File: config.mk
export PLATFORM = sky130hd
export DESIGN_NAME = csc_decoder
export DESIGN_NICKNAME = d
export VERILOG_FILES = /design/src/rtl/csc_decoder.sv
export SDC_FILE = /design/constraint.sdc
export NUM_CORES = 1
export LEC_CHECK = 0
export ABC_CLOCK_PERIOD_IN_PS = 3750
export CAP_MARGIN = 40
export CORE_AREA = 2 2 193 195
export DETAILED_ROUTE_END_ITERATION = 8
export DIE_AREA = 0 0 195 197
export PLACE_DENSITY_LB_ADDON = 0.05
export SYNTH_ARGS = -nofsm -noshare
export SYNTH_HDL_FRONTEND = slang
export SYNTH_SLANG_ARGS = --single-unit
File: constraint.sdc
create_clock -name clock -period 3.75 [get_ports clock]
set_input_delay 0.5625 -clock clock [delete_from_list [all_inputs] [get_ports clock]]
set_output_delay 0.5625 -clock clock [all_outputs]
set_load 0.005 [all_outputs]
File: src/rtl/csc_decoder.sv
// -----------------------------------------------------------------------------
// csc_decoder
//
// Rebuilds one dense, column-major activation matrix from the CSC-encoded iact
// streams and emits it one signed element per cycle, zero-filling the holes.
//
//   Address stream: start pointer of columns 1..W-1 (column 0 always starts at
//                   data word 0), all-ones marks an empty column, 0 terminates.
//   Data stream   : {value, row} words, ended by a {0,0} terminator word.
//
// Ports
//   clock, reset          system clock, synchronous active-high reset
//   start                 one-cycle pulse, begins a vector (only honoured idle)
//   matrix_height/width   H rows and W columns, latched at start
//   address_in_*          pointer stream (ready is combinational)
//   data_in_*             data word stream (ready is combinational)
//   dense_out_*           dense element stream with its row/col coordinates
//   dense_last            marks element (H-1, W-1)
//   busy                  high from start until vector_done
//   vector_done           one-cycle pulse once the data terminator is consumed
//   decode_error          sticky malformed-stream flag, cleared on start/reset
//
// The element stream has a single output register. A new element is loaded
// whenever that register is empty or being drained in the same cycle, which
// keeps one element per cycle under continuous ready and holds the presented
// element stable while dense_out_ready is low.
// -----------------------------------------------------------------------------
module csc_decoder #(
  parameter int ADDR_WIDTH  = 7,
  parameter int COUNT_WIDTH = 4,
  parameter int DATA_WIDTH  = 8,
  parameter int MAX_COLS    = 31
) (
  input  logic                              clock,
  input  logic                              reset,
  input  logic                              start,
  input  logic [4:0]                        matrix_height,
  input  logic [4:0]                        matrix_width,
  output logic                              address_in_ready,
  input  logic                              address_in_valid,
  input  logic [ADDR_WIDTH-1:0]             address_in,
  output logic                              data_in_ready,
  input  logic                              data_in_valid,
  input  logic [DATA_WIDTH+COUNT_WIDTH-1:0] data_in,
  input  logic                              dense_out_ready,
  output logic                              dense_out_valid,
  output logic signed [DATA_WIDTH-1:0]      dense_out,
  output logic [4:0]                        dense_row,
  output logic [4:0]                        dense_col,
  output logic                              dense_last,
  output logic                              busy,
  output logic                              vector_done,
  output logic                              decode_error
);

  localparam logic [ADDR_WIDTH-1:0] EMPTY_PTR = '1;

  typedef enum logic [2:0] {
    IDLE,
    LOAD,
    SEEK,
    EMIT,
    DRAIN
  } state_t;

  state_t                 state;
  logic [4:0]             h_m1;
  logic [4:0]             w_m1;
  logic [4:0]             k;
  logic [4:0]             scan;
  logic [4:0]             col;
  logic [4:0]             row;
  logic [ADDR_WIDTH-1:0]  data_idx;
  logic [ADDR_WIDTH-1:0]  next_ptr;
  logic                   term_seen;
  // Entry j holds the start pointer of column j+1.
  logic [ADDR_WIDTH-1:0]  ptr_table [MAX_COLS];

  function automatic logic ptr_is_empty(input logic [ADDR_WIDTH-1:0] p);
    return p == EMPTY_PTR;
  endfunction

  logic signed [DATA_WIDTH-1:0] head_val;
  logic [4:0]                   head_row;
  logic                         head_term;
  logic                         exhausted;
  logic                         hit;
  logic                         late;
  logic                         produce;
  logic                         slot_free;
  logic                         pop;
  logic                         row_last;
  logic                         col_last;

  assign head_val  = data_in[DATA_WIDTH+COUNT_WIDTH-1 -: DATA_WIDTH];
  assign head_row  = 5'(data_in[COUNT_WIDTH-1:0]);
  assign head_term = (head_val == '0);

  // The current column has no words left once the next column's start
  // pointer is reached, or the stream head is already the terminator.
  assign exhausted = (data_idx == next_ptr) | (data_in_valid & head_term);
  assign hit       = data_in_valid & ~exhausted & (head_row == row);
  // A head word whose row is behind the cursor can never be placed.
  assign late      = data_in_valid & ~exhausted & (head_row < row);
  // Without a head word we cannot tell a hole from a hit, so wait.
  assign produce   = exhausted | (data_in_valid & ~late);
  assign slot_free = ~dense_out_valid | dense_out_ready;
  assign row_last  = (row == h_m1);
  assign col_last  = (col == w_m1);

  always_comb begin
    address_in_ready = 1'b0;
    data_in_ready    = 1'b0;
    case (state)
      LOAD:    address_in_ready = 1'b1;
      EMIT:    data_in_ready    = (hit & slot_free) | late;
      DRAIN:   data_in_ready    = ~term_seen;
      default: ;
    endcase
  end

  assign pop = data_in_valid & data_in_ready;

  always_ff @(posedge clock) begin
    if (reset) begin
      state           <= IDLE;
      h_m1            <= '0;
      w_m1            <= '0;
      k               <= '0;
      scan            <= '0;
      col             <= '0;
      row             <= '0;
      data_idx        <= '0;
      next_ptr        <= EMPTY_PTR;
      term_seen       <= 1'b0;
      dense_out_valid <= 1'b0;
      dense_out       <= '0;
      dense_row       <= '0;
      dense_col       <= '0;
      dense_last      <= 1'b0;
      busy            <= 1'b0;
      vector_done     <= 1'b0;
      decode_error    <= 1'b0;
      for (int i = 0; i < MAX_COLS; i++) ptr_table[i] <= EMPTY_PTR;
    end else begin
      vector_done <= 1'b0;
      if (dense_out_valid & dense_out_ready) dense_out_valid <= 1'b0;

      case (state)
        // ---- idle: wait for start, latch geometry, clear pointer table ----
        IDLE: begin
          if (start) begin
            h_m1         <= matrix_height - 5'd1;
            w_m1         <= matrix_width - 5'd1;
            k            <= '0;
            col          <= '0;
            row          <= '0;
            data_idx     <= '0;
            term_seen    <= 1'b0;
            decode_error <= 1'b0;
            busy         <= 1'b1;
            for (int i = 0; i < MAX_COLS; i++) ptr_table[i] <= EMPTY_PTR;
            state        <= LOAD;
          end
        end

        // ---- load: capture column start pointers until the 0 terminator ----
        LOAD: begin
          if (address_in_valid) begin
            if (address_in == '0) begin
              col   <= '0;
              scan  <= '0;
              state <= SEEK;
            end else if (k < w_m1) begin
              ptr_table[k] <= address_in;
              k            <= k + 5'd1;
            end else begin
              decode_error <= 1'b1;
            end
          end
        end

        // ---- seek: find the next non-empty column start after this column ----
        SEEK: begin
          if (!ptr_is_empty(ptr_table[scan])) begin
            next_ptr <= ptr_table[scan];
            row      <= '0;
            state    <= EMIT;
          end else if (scan == w_m1) begin
            next_ptr <= EMPTY_PTR;
            row      <= '0;
            state    <= EMIT;
          end else begin
            scan <= scan + 5'd1;
          end
        end

        // ---- emit: one dense element per free output slot ----
        EMIT: begin
          if (pop) data_idx <= data_idx + ADDR_WIDTH'(1);
          if (late) decode_error <= 1'b1;
          if (produce & slot_free) begin
            dense_out_valid <= 1'b1;
            dense_out       <= hit ? head_val : '0;
            dense_row       <= row;
            dense_col       <= col;
            dense_last      <= row_last & col_last;
            if (row_last) begin
              row <= '0;
              if (col_last) begin
                state <= DRAIN;
              end else begin
                col   <= col + 5'd1;
                scan  <= col + 5'd1;
                state <= SEEK;
              end
            end else begin
              row <= row + 5'd1;
            end
          end
        end

        // ---- drain: consume up to the data terminator, then finish ----
        DRAIN: begin
          if (pop) begin
            data_idx <= data_idx + ADDR_WIDTH'(1);
            if (head_term) term_seen    <= 1'b1;
            else           decode_error <= 1'b1;
          end
          // Finish only once the last element has also left the output slot.
          if ((term_seen | (pop & head_term)) & slot_free) begin
            term_seen   <= 1'b0;
            busy        <= 1'b0;
            vector_done <= 1'b1;
            state       <= IDLE;
          end
        end

        default: state <= IDLE;
      endcase
    end
  end

endmodule

# Yosys cells after proc, flatten, opt, wreduce, memory -nomap -nowiden
# Memories as Yosys holds them, arrays and structs flattened. A register that Yosys moved wholly into a read port is not among the register bits.
# Index checks and enable logic that the tools add are counted.
# W data, S select, Z words.
# word_totals
reg_bits	71
ramBits	217
output_inout_bits	25
mem_count	1
# memory_table
memory	words	width	rd	rd_ports_with_merged_regs	wr	line	source
ptr_table	31	7	1	1	31	77	logic [ADDR_WIDTH-1:0] ptr_table [MAX_COLS];
# op_classes
n_addsub	7
order_cmp	2
n_eq_ne	30
n_mux	104
bitwise_logic	53
n_reduce_logical	25
# op_table
cell	n
$mux W7	36
$mux W5	18
$pmux W5 S3	3
$or A1 B1 Y1	36
$mux W1	30
$ne A2 B2 Y1 const B	15
$mux W3	9
$add A5 B1 Y5 const B	4
$reduce_and A8 Y1	2
$eq A5 B5 Y1	3
$pmux W3 S5	1
$pmux W7 S2	1
$reduce_and A7 Y1	2
$and A1 B1 Y1	12
$pmux W5 S2	1
$sub A5 B1 Y5 const B	2
$ne A3 B3 Y1 const B	3
$reduce_bool A3 Y1	3
$logic_not A8 Y1	1
$mux W8	1
$reduce_and A4 Y1	2
$add A7 B1 Y7 const B	1
$eq A7 B7 Y1	1
$eq A7 B7 Y1 const B	1
other kinds (19)	33

# Depth between registers and ports, before layout
# Gate-level depths: netlist of run 1.
# logic_depth
ltp_word	15
ltp_mapped	12
depth_no_buf	10

# Worst setup path before layout of run 1
# Ideal clock, no wire load.
# synth_timing
kind	register -> register
startpoint	register w_m1[1]
endpoint	memory ptr_table[23][0], enable pin
arrival_ps	2723
setup_slack_ps	646
path_stages_with_launch	10
path_cell_list	dfxtp_1 > inv_1 > ha_1 > a21o_1 > a21o_1 > a21o_1 > a2111oi_4 > nand3_1 > clkbuf_1 > o21ai_0
# synth_lines
element	line	source
from (decl)	68	logic [4:0] w_m1;
from (signal assigned)	154	w_m1 <= matrix_width - 5'd1;
to (decl)	77	

# Worst setup path in the final report of run 1
# layout_timing
startpoint	register row[2]
endpoint	output data_in_ready
# layout_via
elab_chain_cells	5
# layout_rtl
element	line	source
from (decl)	72	logic [4:0] row;
from (signal assigned)	218	row <= row + 5'd1;
branches (longest 3 deep; another with $lt A4 B5 Y1)	--	
$or A1 B1 Y1 *	116	EMIT: data_in_ready = (hit & slot_free) | late;
$pmux W1 S2 *	114	case (state)
to (decl)	42	output logic data_in_ready,
# Mark *: on every way between the ends.

==> results of run 1 <==
-- worst paths after layout --
kind                                    from            end  slack (ps)  cells past startpoint
worst max-delay path                  row[2]  data_in_ready         430                      7
worst min-delay path            dense_out[1]   dense_out[1]         450                      2
worst max register to register      register       register         440                      9
worst min register to register  dense_out[1]   dense_out[1]         450                      2
-- power by group --
part / switching (mW) / total [mW] / internal [mW]
logic: 0.482 / 0.751 / 0.269
clock network: 1.32 / 3.25 / 1.93
registers: 0.0530 / 3.69 / 3.64
-- cell usage in the layout, fill, tap and decap left out, types with 28 or more instances in the layout --
cell type        Yosys  layout
mux4_2              63      63
nand3_1             40      40
nor2_1              54      53
clkbuf_16            0      37
clkdlybuf4s50_1      0      58
nand2_1             89      89
dfxtp_1             76      73
or2_2              102     102
edfxtp_1           224     224
buf_4                5      73
or3_1              111     111
a21oi_1             44      44
o21ai_0             28      28
-- sequential cells by signal, indices dropped and copies added, names as in the netlist, named ones only --
register and cells:
h_m1 5, dense_out 8, dense_last 1, state 3, decode_error 1, dense_row 5
ptr_table 224, data_idx 7, vector_done 1, row 5, dense_col 5, k 5
term_seen 1, scan 5, busy 1, col 5, dense_out_valid 1, next_ptr 7
w_m1 5
-- final cells by class --
cell class              count  area, µm²
flip-flops and latches    300       8250
repair buffers            140       1280
inverters                  26       97.6
clock buffers              58       1020
clock inverters             3       38.8
multi-input cells         735       5600
well taps                 468        586
fillers                  3360      19400
-- worst max-delay path, stage by stage (launching register included) --
cell	delay, ps
dfxtp_1	410
inv_1	130
ha_1	310
nand3_1	120
o221a_2	320
o31ai_1	340
o22ai_1	120
clkdlybuf4s50_1	480
-- routing by layer --
metal | vias to the layer above | part of all wire | global-route usage
li1 | 4439 | - | -
met1 | 4748 | 0.47 | 0.284
met2 | 185 | 0.46 | 0.322
met3 | 58 | 0.038 | 0.0380
met4 | 0 | 0.027 | 0.0628
met5 | - | 0 | 0
-- cell families (layout without fill, tap and decap cells) --
| kind of cell | Yosys count | after routing |
|---|---|---|
| AOI/OAI and AO/OA | 125 | 125 |
| DFF | 300 | 300 |
| muxes | 80 | 80 |
| xor gates and xnor gates | 36 | 36 |
| adders and majority gates | 18 | 18 |
| buffers and inverters | 116 | 227 |
| and+or+nand+nor | 476 | 476 |
-- per-stage QoR --
step / power, mW / hold WS [ps] / std cells / utilization
after CTS: 7.78 / 455 / 1730 / 0.466
after global routing: 8.00 / 473 / 1730 / 0.466
after detailed placement: 4.52 / 448 / 1669 / 0.436
after floorplan: 4.19 / 448 / 1151 / -
after global placement: 4.52 / 442 / 1668 / 0.436
final: 7.69 / 450 / 1730 / 0.466
==> flow_summary.json, run 1 <==
{
  "first_pass_iters": 4,
  "synth_seq_cells": 300,
  "ys.flop_type": "edfxtp_1",
  "finalWeightedCongestion": 0.807,
  "fp-row-count": 70,
  "relSlewSlack": 0.401,
  "synth_top_family_by_area": "simple AND/OR/NAND/NOR gates",
  "grtUsageTotal": 0.203,
  "syn_nets": 1204,
  "finalMaxSlewViolations": 0,
  "synth.distinct_cells": 66,
  "critPathArrivalTime_ps": 2760,
  "cap_viol_max_count": 0,
  "syn-cell-area_mm2": 0.0144,
  "initialDrtViolationCount": 538,
  "yosysTopAreaCell": "edfxtp_1",
  "clockBufferDepth": 3,
  "synthTopCellsByArea": "edfxtp_1 47%, dfxtp_1 11%, mux4_2 9.9%",
  "vias": 9430,
  "dp_slack_ps": 181,
  "drive_above_1_share": 0.242,
  "start_util": 0.396,
  "fp.dieW_um": 195,
  "finalCritPeriodShare": 0.885,
  "finalHoldViolCount": 0,
  "async_reset_ff_frac": 0,
  "finalWorstSetupSlack_ps": 432,
  "placed_cell_area_mm2": 0.0158,
  "crit_type": "reg2out",
  "synth_cells": 1151,
  "synthTopCellsByCount": "224 x edfxtp_1, 111 x or3_1, 102 x or2_2",
  "setup_viol": 0,
  "min_period_ps": 3320,
  "cts_hold_buf": 0,
  "clk_latency_ps": 550,
  "clk_pin_slew_ps": 50,
  "crit_required_ps": 3190,
  "fp.dieH_um": 197,
  "synth_edf_count": 224,
  "antenna_found_initial": 1,
  "clock_sinks": 300,
  "p_leak_nw": 4.69,
  "power.density_mw_per_mm2": 455,
  "dp_hpwl_mm": 25.3,
  "cts_root_buf": "clkbuf_16",
  "numCtsBuffers": 36,
  "htreeDepth": 2,
  "synth_fa_ha_area_frac": 0.0157,
  "synth-compound-area-share": 0.0555,
  "cts_resized": 0,
  "synth-simple-area-share": 0.182,
  "endpoint_kind": "output port",
  "status": "complete, no violations",
  "synth_warnings": 0,
  "io_pins": 60,
  "grt_pass1_vias": 9442,
  "syn2layout_area_growth_pct": 17.5,
  "cts_setup_buffers": 0,
  "rsz0062_at_grt": "no",
  "drc": 0,
  "grt_start_max_net_pins": 56,
  "min_path_type": "reg2reg",
  "ys_seq_area_frac": 0.574,
  "yosysTopAreaCellShare": 0.468,
  "setup-tns-final_ps": 0,
  "coreArea_mm2": 0.0363,
  "finClkSkew_ps": 29.8,
  "syn_area_per_cell_um2": 12.5,
  "max_freq_ghz": 0.301,
  "final_antenna_net_count": 0,
  "nNetsFinal": 1292,
  "post_synth_xor_area_fraction": 0.0219,
  "wl_per_cell_um": 21.9,
  "cp_max_fo": 5,
  "gr-total-overflow": 0,
  "antenna_cells": 0,
  "cts_tree": "built",
  "synth_most_common_cell": "edfxtp_1",
  "worst_pin_slew_ps": 890,
  "portBuffers": 59,
  "critPathLaunchType": "register",
  "irDropWorstVdd_mv": 0.287,
  "synthMuxAreaShare": 0.114,
  "stdcell_area_mm2": 0.0169,
  "viasPerCell": 5.45,
  "grt_pass1_wl_mm": 58.5,
  "dieArea_mm2": 0.0384,
  "routed_wl_mm": 37.9
}
Power figures use the tool's default switching activity.
==> inputs of run 2 (changes only) <==
--- a/config.mk
+++ b/config.mk
@@ -7,6 +7,8 @@
 export LEC_CHECK = 0
 export ABC_CLOCK_PERIOD_IN_PS = 3750
 export CAP_MARGIN = 40
+export CELL_PAD_IN_SITES_DETAIL_PLACEMENT = 1
+export CELL_PAD_IN_SITES_GLOBAL_PLACEMENT = 1
 export CORE_AREA = 2 2 193 195
 export DETAILED_ROUTE_END_ITERATION = 8
 export DIE_AREA = 0 0 195 197
==> flow_summary.json, run 2 (same netlist as run 1, synthesis figures left out) <==
{
  "status": "complete, no violations",
  "clk_latency_ps": 530,
  "finalWeightedCongestion": 0.779,
  "wl_per_cell_um": 22.7,
  "fin_cells": 1733,
  "antenna_cells": 0,
  "dp_hpwl_mm": 26.9,
  "grtUsageTotal": 0.210,
  "drive_above_1_share": 0.251,
  "finalMaxSlewViolations": 0,
  "numCtsBuffers": 36,
  "clk_pin_slew_ps": 60,
  "coreArea_mm2": 0.0363,
  "cts_tree": "built",
  "mostFrequentLayoutCell": "edfxtp_1",
  "fp-row-count": 70,
  "cap_viol_max_count": 0,
  "crit_chain": "inv_1 -> ha_1 -> nand3_1 -> o221a_2 -> o31ai_1 -> o22ai_1 -> clkdlybuf4s50_1",
  "p_leak_nw": 4.75,
  "cp_slowest_stage_delay_ps": 480,
  "cp_max_fo": 6,
  "grt_pass1_wl_mm": 60.9,
  "setup-tns-final_ps": 0,
  "routed_wl_mm": 39.3,
  "irDropWorstVdd_mv": 0.355,
  "reg2reg_slack_ps": 550,
  "gr-total-overflow": 0,
  "max_freq_ghz": 0.295,
  "io_pins": 60,
  "reg2reg_from": "row[3]",
  "viasPerCell": 5.46,
  "dpl.cell_count": 1671,
  "cts_root_buf": "clkbuf_16",
  "min_path_type": "reg2reg",
  "critPathArrivalTime_ps": 2820,
  "critPathLaunchType": "register",
  "drc": 0,
  "crit_cells": 7,
  "first_pass_iters": 5,
  "fp.dieH_um": 197,
  "top_regs": "ptr_table (224), dense_out (8)",
  "holdCritStartpoint": "dense_out[5]",
  "finalWorstSetupSlack_ps": 364,
  "antenna_found_initial": 0,
  "largest_register_ff_count": 224,
  "start_util": 0.396,
  "vias": 9469,
  "initialDrtViolationCount": 525,
  "htreeDepth": 2,
  "portBuffers": 59,
  "crit_required_ps": 3190,
  "grt_pass1_vias": 10049,
  "relSlewSlack": 0.510,
  "cts_resized": 0,
  "r2r.worst_path.cells": 10,
  "whs_endpoint": "dense_out[5]",
  "nNetsFinal": 1294,
  "worst_pin_slew_ps": 735,
  "power.density_mw_per_mm2": 465,
  "dp_slack_ps": 155,
  "clockBufferDepth": 3,
  "hold_depth": 2,
  "endpoint_kind": "output port",
  "grt_start_max_net_pins": 55,
  "crit_family": "compound AO/OA/AOI/OAI gates",
  "crit_buf_inv": 2,
  "reg2reg_to": "col[3]",
  "dieArea_mm2": 0.0384,
  "cts_setup_buffers": 0,
  "min_period_ps": 3390,
  "fp.dieW_um": 195,
  "finClkSkew_ps": 12.1,
  "finalCritPeriodShare": 0.903,
  "setup_viol": 0,
  "syn2layout_area_growth_pct": 18.1,
  "final_cell_mix": "224 x edfxtp_1, 111 x or3_1, 102 x or2_2",
  "rsz0062_at_grt": "no",
  "cts_hold_buf": 0,
  "crit_type": "reg2out",
  "final_antenna_net_count": 0,
  "post-route-util": 0.468,
  "finalHoldViolCount": 0,
  "clock_sinks": 300,
  "regMostFlops": "ptr_table",
  "slowest_stage": "clkdlybuf4s50_1",
  "final.fill_count": 3763
}
-- run 2: worst max-delay path by stage --
stage	from	endpoint	slack, ps
after floorplan	w_m1[1]	ptr_table[23][0]	650
after global placement	data_in[3]	col[3]	250
after detailed placement	data_in[3]	col[3]	160
after CTS	row[3]	data_in_ready	340
after global routing	row[3]	data_in_ready	200
final	row[3]	data_in_ready	360
-- run 2: cell type report --
cell class | count | area [µm²] | share of cell area
clock inverter | 14 | 153 | 0.00900
clock buffer | 48 | 987 | 0.0582
sequential | 300 | 8250 | 0.486
inverter | 26 | 97.6 | 0.00575
tap | 468 | 586 | 0.0345
multi-input combinational | 735 | 5600 | 0.330
timing repair buffer | 142 | 1290 | 0.0759
-- run 2: where the power goes --
| part | internal, mW | switching [mW] |
|---|---|---|
| Clock | 2.06 | 1.37 |
| Sequential | 3.64 | 0.0410 |
| Combinational | 0.272 | 0.506 |
| Total | 5.97 | 1.92 |
-- run 2: layer usage --
metal  GRT usage  wire [µm]
met1       0.291      18200
met2       0.350      19000
met3      0.0301       1540
met4      0.0503        669
met5           0          0
-- run 2: tightest hold or removal path, stage by stage, from the launching register on --
cell and delay [ps]:
dfxtp_1 310, nand2_1 50, a21oi_1 50
-- run 2: metrics by stage --
stage / total power [mW] / area, µm² / hold slack, ps
floorplan: 4.19 / 14400 / 448
global placement: 4.53 / 15800 / 438
detailed placement: 4.54 / 15800 / 449
CTS: 7.97 / 17000 / 457
global route: 8.17 / 17000 / 480
finish: 7.88 / 17000 / 452
